--- config.mk ---
export PLATFORM = sky130hd
export DESIGN_NAME = modulo_status_decod
export DESIGN_NICKNAME = d
export VERILOG_FILES = /design/src/rtl/status_pkg.sv /design/src/rtl/status_code_lut.sv /design/src/rtl/modulo_status_decod.sv
export SDC_FILE = /design/constraint.sdc
export NUM_CORES = 1
export LEC_CHECK = 0
export CORE_ASPECT_RATIO = 0.9
export CORE_MARGIN = 2
export CORE_UTILIZATION = 40
export DETAILED_ROUTE_END_ITERATION = 6
export HOLD_SLACK_MARGIN = 0.05
export PLACE_DENSITY = 0.67
export SYNTH_ARGS = -nofsm -noshare
export SYNTH_HDL_FRONTEND = slang
export SYNTH_SLANG_ARGS = --single-unit
--- constraint.sdc ---
create_clock -name clk -period 5.27 [get_ports clk]
set_input_delay 1.054 -clock clk [delete_from_list [all_inputs] [get_ports clk]]
set_output_delay 1.054 -clock clk [all_outputs]
set_load 0.01 [all_outputs]
--- src/rtl/status_pkg.sv ---
// Shared status-digit constants and decoder FSM state type.
// Used by both the status encoder and decoder sides.
package status_pkg;

  localparam logic [3:0] CODE_ST0 = 4'hC;
  localparam logic [3:0] CODE_ST1 = 4'hA;
  localparam logic [3:0] CODE_ST2 = 4'hB;
  localparam logic [3:0] CODE_ST3 = 4'hD;

  // Match counter width; holds STABLE_CNT values up to 15.
  localparam int unsigned CNT_W = 4;

  typedef enum logic [1:0] {
    ST_IDLE   = 2'd0,  // nothing committed since reset
    ST_CHECK  = 2'd1,  // counting repeats of a candidate
    ST_LOCKED = 2'd2   // status committed, no candidate
  } state_e;

endpackage

--- src/rtl/status_code_lut.sv ---
// Combinational status-digit lookup.
//   stdig_in : 4-bit incoming status digit code
//   code_ok  : high when stdig_in is one of the four legal codes
//   std      : decoded 2-bit status (00 when code_ok is low)
module status_code_lut
  import status_pkg::*;
(
  input  logic [3:0] stdig_in,
  output logic       code_ok,
  output logic [1:0] std
);

  always_comb begin
    code_ok = 1'b1;
    std     = 2'b00;
    case (stdig_in)
      CODE_ST0: std = 2'b00;
      CODE_ST1: std = 2'b01;
      CODE_ST2: std = 2'b10;
      CODE_ST3: std = 2'b11;
      default:  code_ok = 1'b0;
    endcase
  end

endmodule

--- src/rtl/modulo_status_decod.sv ---
// Status digit decoder with debounce-style commit.
//   clk, rst_n   : clock (rising edge), async active-low reset
//   stdig_in     : 4-bit status digit code, sampled when stdig_valid is high
//   clr_err      : synchronous clear of err_cnt
//   std_out      : last committed 2-bit status
//   std_valid    : high once any status has been committed
//   std_change   : one-cycle pulse on each commit
//   err          : one-cycle pulse after a strobed invalid code
//   err_cnt      : saturating count of strobed invalid codes
module modulo_status_decod
  import status_pkg::*;
#(
  parameter int unsigned STABLE_CNT = 3,
  parameter int unsigned ERR_W      = 8
) (
  input  logic             clk,
  input  logic             rst_n,
  input  logic [3:0]       stdig_in,
  input  logic             stdig_valid,
  input  logic             clr_err,
  output logic [1:0]       std_out,
  output logic             std_valid,
  output logic             std_change,
  output logic             err,
  output logic [ERR_W-1:0] err_cnt
);

  localparam logic [CNT_W-1:0] STABLE_CNT_C = CNT_W'(STABLE_CNT);

  state_e             state_q, state_d;
  logic [1:0]         cand_q, cand_d;
  logic [CNT_W-1:0]   cnt_q, cnt_d;
  logic [1:0]         std_out_q, std_out_d;
  logic               std_valid_q, std_valid_d;
  logic               std_change_q, std_change_d;
  logic               err_q, err_d;
  logic [ERR_W-1:0]   err_cnt_q, err_cnt_d;

  logic               code_ok;
  logic [1:0]         code_std;
  logic               strobe_ok;
  logic               strobe_bad;
  logic [CNT_W-1:0]   cnt_inc;
  logic [ERR_W-1:0]   err_base;

  // Per-strobe events shared by the next-state and datapath processes.
  logic               do_commit;
  logic               do_start;
  logic               do_count;
  logic               do_drop;

  status_code_lut u_lut (
    .stdig_in (stdig_in),
    .code_ok  (code_ok),
    .std      (code_std)
  );

  assign strobe_ok  = stdig_valid & code_ok;
  assign strobe_bad = stdig_valid & ~code_ok;
  assign cnt_inc    = cnt_q + CNT_W'(1);

  always_comb begin
    do_commit = 1'b0;
    do_start  = 1'b0;
    do_count  = 1'b0;
    do_drop   = 1'b0;
    if (strobe_ok) begin
      case (state_q)
        ST_IDLE, ST_LOCKED: begin
          // In IDLE every code differs from the (uncommitted) status.
          if (!(state_q == ST_LOCKED && code_std == std_out_q)) begin
            if (STABLE_CNT == 1) do_commit = 1'b1;
            else                 do_start  = 1'b1;
          end
        end
        ST_CHECK: begin
          if (code_std == cand_q) begin
            if (cnt_inc == STABLE_CNT_C) do_commit = 1'b1;
            else                         do_count  = 1'b1;
          end else if (std_valid_q && code_std == std_out_q) begin
            do_drop = 1'b1;
          end else if (STABLE_CNT == 1) begin
            do_commit = 1'b1;
          end else begin
            do_start = 1'b1;
          end
        end
        default: ;
      endcase
    end
  end

  // Next-state process.
  always_comb begin
    state_d = state_q;
    if (strobe_bad)                state_d = std_valid_q ? ST_LOCKED : ST_IDLE;
    else if (do_commit || do_drop) state_d = ST_LOCKED;
    else if (do_start)             state_d = ST_CHECK;
  end

  // Registered output / datapath process.
  always_comb begin
    cand_d       = cand_q;
    cnt_d        = cnt_q;
    std_out_d    = std_out_q;
    std_valid_d  = std_valid_q;
    std_change_d = 1'b0;
    err_d        = 1'b0;

    // Clear is applied before the increment so clr+invalid yields 1.
    err_base  = clr_err ? '0 : err_cnt_q;
    err_cnt_d = err_base;

    if (strobe_bad) begin
      err_d = 1'b1;
      cnt_d = '0;
      if (err_base != '1) err_cnt_d = err_base + ERR_W'(1);
    end else if (do_commit) begin
      std_out_d    = code_std;
      std_valid_d  = 1'b1;
      std_change_d = 1'b1;
      cnt_d        = '0;
    end else if (do_drop) begin
      cnt_d = '0;
    end else if (do_start) begin
      cand_d = code_std;
      cnt_d  = CNT_W'(1);
    end else if (do_count) begin
      cnt_d = cnt_inc;
    end
  end

  always_ff @(posedge clk or negedge rst_n) begin
    if (!rst_n) begin
      state_q      <= ST_IDLE;
      cand_q       <= '0;
      cnt_q        <= '0;
      std_out_q    <= '0;
      std_valid_q  <= 1'b0;
      std_change_q <= 1'b0;
      err_q        <= 1'b0;
      err_cnt_q    <= '0;
    end else begin
      state_q      <= state_d;
      cand_q       <= cand_d;
      cnt_q        <= cnt_d;
      std_out_q    <= std_out_d;
      std_valid_q  <= std_valid_d;
      std_change_q <= std_change_d;
      err_q        <= err_d;
      err_cnt_q    <= err_cnt_d;
    end
  end

  assign std_out    = std_out_q;
  assign std_valid  = std_valid_q;
  assign std_change = std_change_q;
  assign err        = err_q;
  assign err_cnt    = err_cnt_q;

endmodule
==> results.cfg <==
[global_routing]
grt_pass1_vias = 1014
grt_max_degree = 22
track_usage = 0.161
grt_overflow_total = 0
grt_pass1_wl_mm = 4.65
antenna_found_initial = 0

[min_path]
min_delay_path_depth = 1
min_path_type = reg -> reg

[synth]
synth_cell_types = 47
synth.top_cell.area_share = 0.405
post_synth.cell_area_avg_um2 = 10.1
syn_area_um2 = 1300
ys.warnings.count = 0
synth_commonest_cells = 21 x dfrtp_1, 11 x nand2_1, 9 x nand3_1
yosysSeqAreaShare = 0.405
ys_seq_elements = 21
ys.flop_type = dfrtp_1
synthCells = 128
synth_edf_count = 0
synth_top_cell_by_area = dfrtp_1
ys_top_cells_by_area = dfrtp_1 41%, nand3_1 3.5%, xnor2_1 3.4%
syn-num-nets = 139
synthArstFlopShare = 1.00
synth_most_common_cell = dfrtp_1

[critical_path]
cp_cell_sequence = clkdlybuf4s50_1 > a21boi_0 > a211oi_1 > nor4_1 > nor2_1 > nand2_1 > mux2_1
worst-path-stages = 7
critical_path_required_ns = 5.46
worstPathArrival_ns = 3.25
crit_family = simple AND/OR/NAND/NOR gates
ff2ff_path_depth = 5
start_kind = primary input
slowest_stage = clkdlybuf4s50_1
max_stage_delay_ns = 0.66
endpoint_kind = flop
worstPathBufferInverterCount = 1
crit_fanout = 10
timing_worst_setup_path_type = in -> reg

[sta]
timing.slew.headroom = 0.391
period_share = 0.582
max_freq_ghz = 0.326
tns_ns = 0
period_needed_ns = 3.07
slew_violations = 0
worst_pin_slew_ns = 0.910
skew_ns = 0.0127
rsz0062_at_grt = false
finalSetupViolCount = 0
hold_viol_final = 0

[run_status]
status = finished, final reports clean

[drt]
routed_wl_mm = 2.64
drtPass1Iterations = 4
vias = 998
wl_per_cell_um = 13.9
drt_iter0_markers = 42
postRouteAntennaNets = 0
remaining_drc_errors = 0
routed_via_density = 5.25

[cts]
clk_latency_ns = 0.31
cts_inserted_buffers = 3
cts_hold_buf = 0
cts_resized = 0
cts_tree = built
clockBufferDepth = 2
cts_root_buf = clkbuf_4
h-tree-depth = 1
postCtsSetupRepairBufs = 0
cts_sinks = 21
path_clk_slew_ns = 0.12

[die]
num_rows = 19
die_x_um = 64.0
ios = 21
die_area_um2 = 3710
core_area_um2 = 3070
start_util = 0.423
dieHeight_um = 58.0

[layout]
final_util = 0.502
area_growth_syn_to_layout_pct = 18.7
nNetsFinal = 160
diodes = 0
layout-drive-gt1-share = 0.0946

[pwr]
leakage_nw = 0.657
p_per_area_nw_per_um2 = 233
peakVddDrop_mv = 0.199

[placed_design]
globalplace.congestion = 0.847
portBuffers = 20
dpl.hpwl_mm = 2.05

[flow_run]
drv_cap = 0
[area by class of cell]
type | count | area, um^2
Fill cell | 305 | 1530
Inverter | 5 | 18.8
Clock buffer | 3 | 22.5
Multi-Input combinational cell | 98 | 714
Clock inverter | 1 | 5.00
Tap cell | 42 | 52.6
Timing Repair Buffer | 20 | 200
Sequential cell | 21 | 526
[report_power, final]
part | internal (mW) | total (mW) | leakage [nW] | switching, mW
logic | 0.0425 | 0.0890 | 0.360 | 0.0465
registers | 0.176 | 0.194 | 0.280 | 0.0173
clock network | 0.0283 | 0.0754 | 0.0177 | 0.0471
total | 0.247 | 0.358 | 0.657 | 0.111
[registers in the layout, summed over array words and instances, names as in the netlist]
name,count
std_change,1
state_q,2
err,1
err_cnt,8
std_out,2
cnt_q,4
cand_q,2
std_valid,1
[cell usage in the layout (no fill, tap or decap), drive strengths merged, types with 2 or more instances in the layout]
master / instances
mux2: 4
nand3: 9
nor2: 7
clkinv: 2
a31oi: 3
nand4: 2
clkbuf: 3
nand4b: 2
o21ai: 2
nor4: 2
a21oi: 4
nor2b: 6
o31ai: 2
and4: 3
mux2i: 2
ha: 3
clkdlybuf4s50: 20
dfrtp: 21
or2: 2
or3: 2
nand2: 11
and3: 2
inv: 4
nor3b: 3
a211oi: 2
xor2: 4
xnor2: 5
o2111ai: 2
[logic make-up after synthesis]
group / synth area share
AND/OR/NAND/NOR: 0.256
buffers and inverters: 0.0434
flip-flops: 0.405
multiplexers: 0.0560
adder cells (fa/ha/maj): 0.0290
XOR/XNOR: 0.0666
AO/OA/AOI/OAI: 0.144
[worst reg2reg max path: cells and delay by family (launching register included)]
family	cells	cell delay [ns]
flip-flops	1	0.46
AND/OR/NAND/NOR	2	0.79
adder cells (fa/ha/maj)	1	0.26
AO/OA/AOI/OAI	1	0.17
multiplexers	1	0.33
[through the flow]
stage / worst slack, ns / hold WS, ns / total power, mW / cells / area, um^2
2_1_floorplan: 2.63 / 0.486 / 0.259 / 128 / 1300
3_3_place_gp: 1.94 / 0.525 / 0.283 / 186 / 1510
3_5_place_dp: 1.88 / 0.537 / 0.286 / 186 / 1510
4_1_cts: 2.22 / 0.555 / 0.362 / 190 / 1540
5_1_grt: 2.08 / 0.565 / 0.383 / 190 / 1540
6_report: 2.20 / 0.557 / 0.358 / 190 / 1540
[final timing paths]
check / start / end / slack, ns
max in group asynchronous: rst_n / cand_q[1]$_DFFE_PN0P_ / 3.46
min in group asynchronous: rst_n / err_cnt[4]$_DFF_PN0_ / 1.24
max reg2reg: cnt_q[0]$_DFFE_PN0P_ / std_out[0]$_DFFE_PN0P_ / 3.14
min: state_q[0]$_DFFE_PN0P_ / state_q[0]$_DFFE_PN0P_ / 0.56
min reg2reg: state_q[0]$_DFFE_PN0P_ / state_q[0]$_DFFE_PN0P_ / 0.56
max: stdig_in[3] / cand_q[0]$_DFFE_PN0P_ / 2.20
[per-layer routing]
metal	vias to the layer above	GRT usage	wire, um
met3	2	0.0447	94
met1	470	0.209	1230
met2	12	0.269	1300
met5	-	0	0
met4	0	0.0404	15
li1	514	-	-
(Power assumes the default switching activity.)
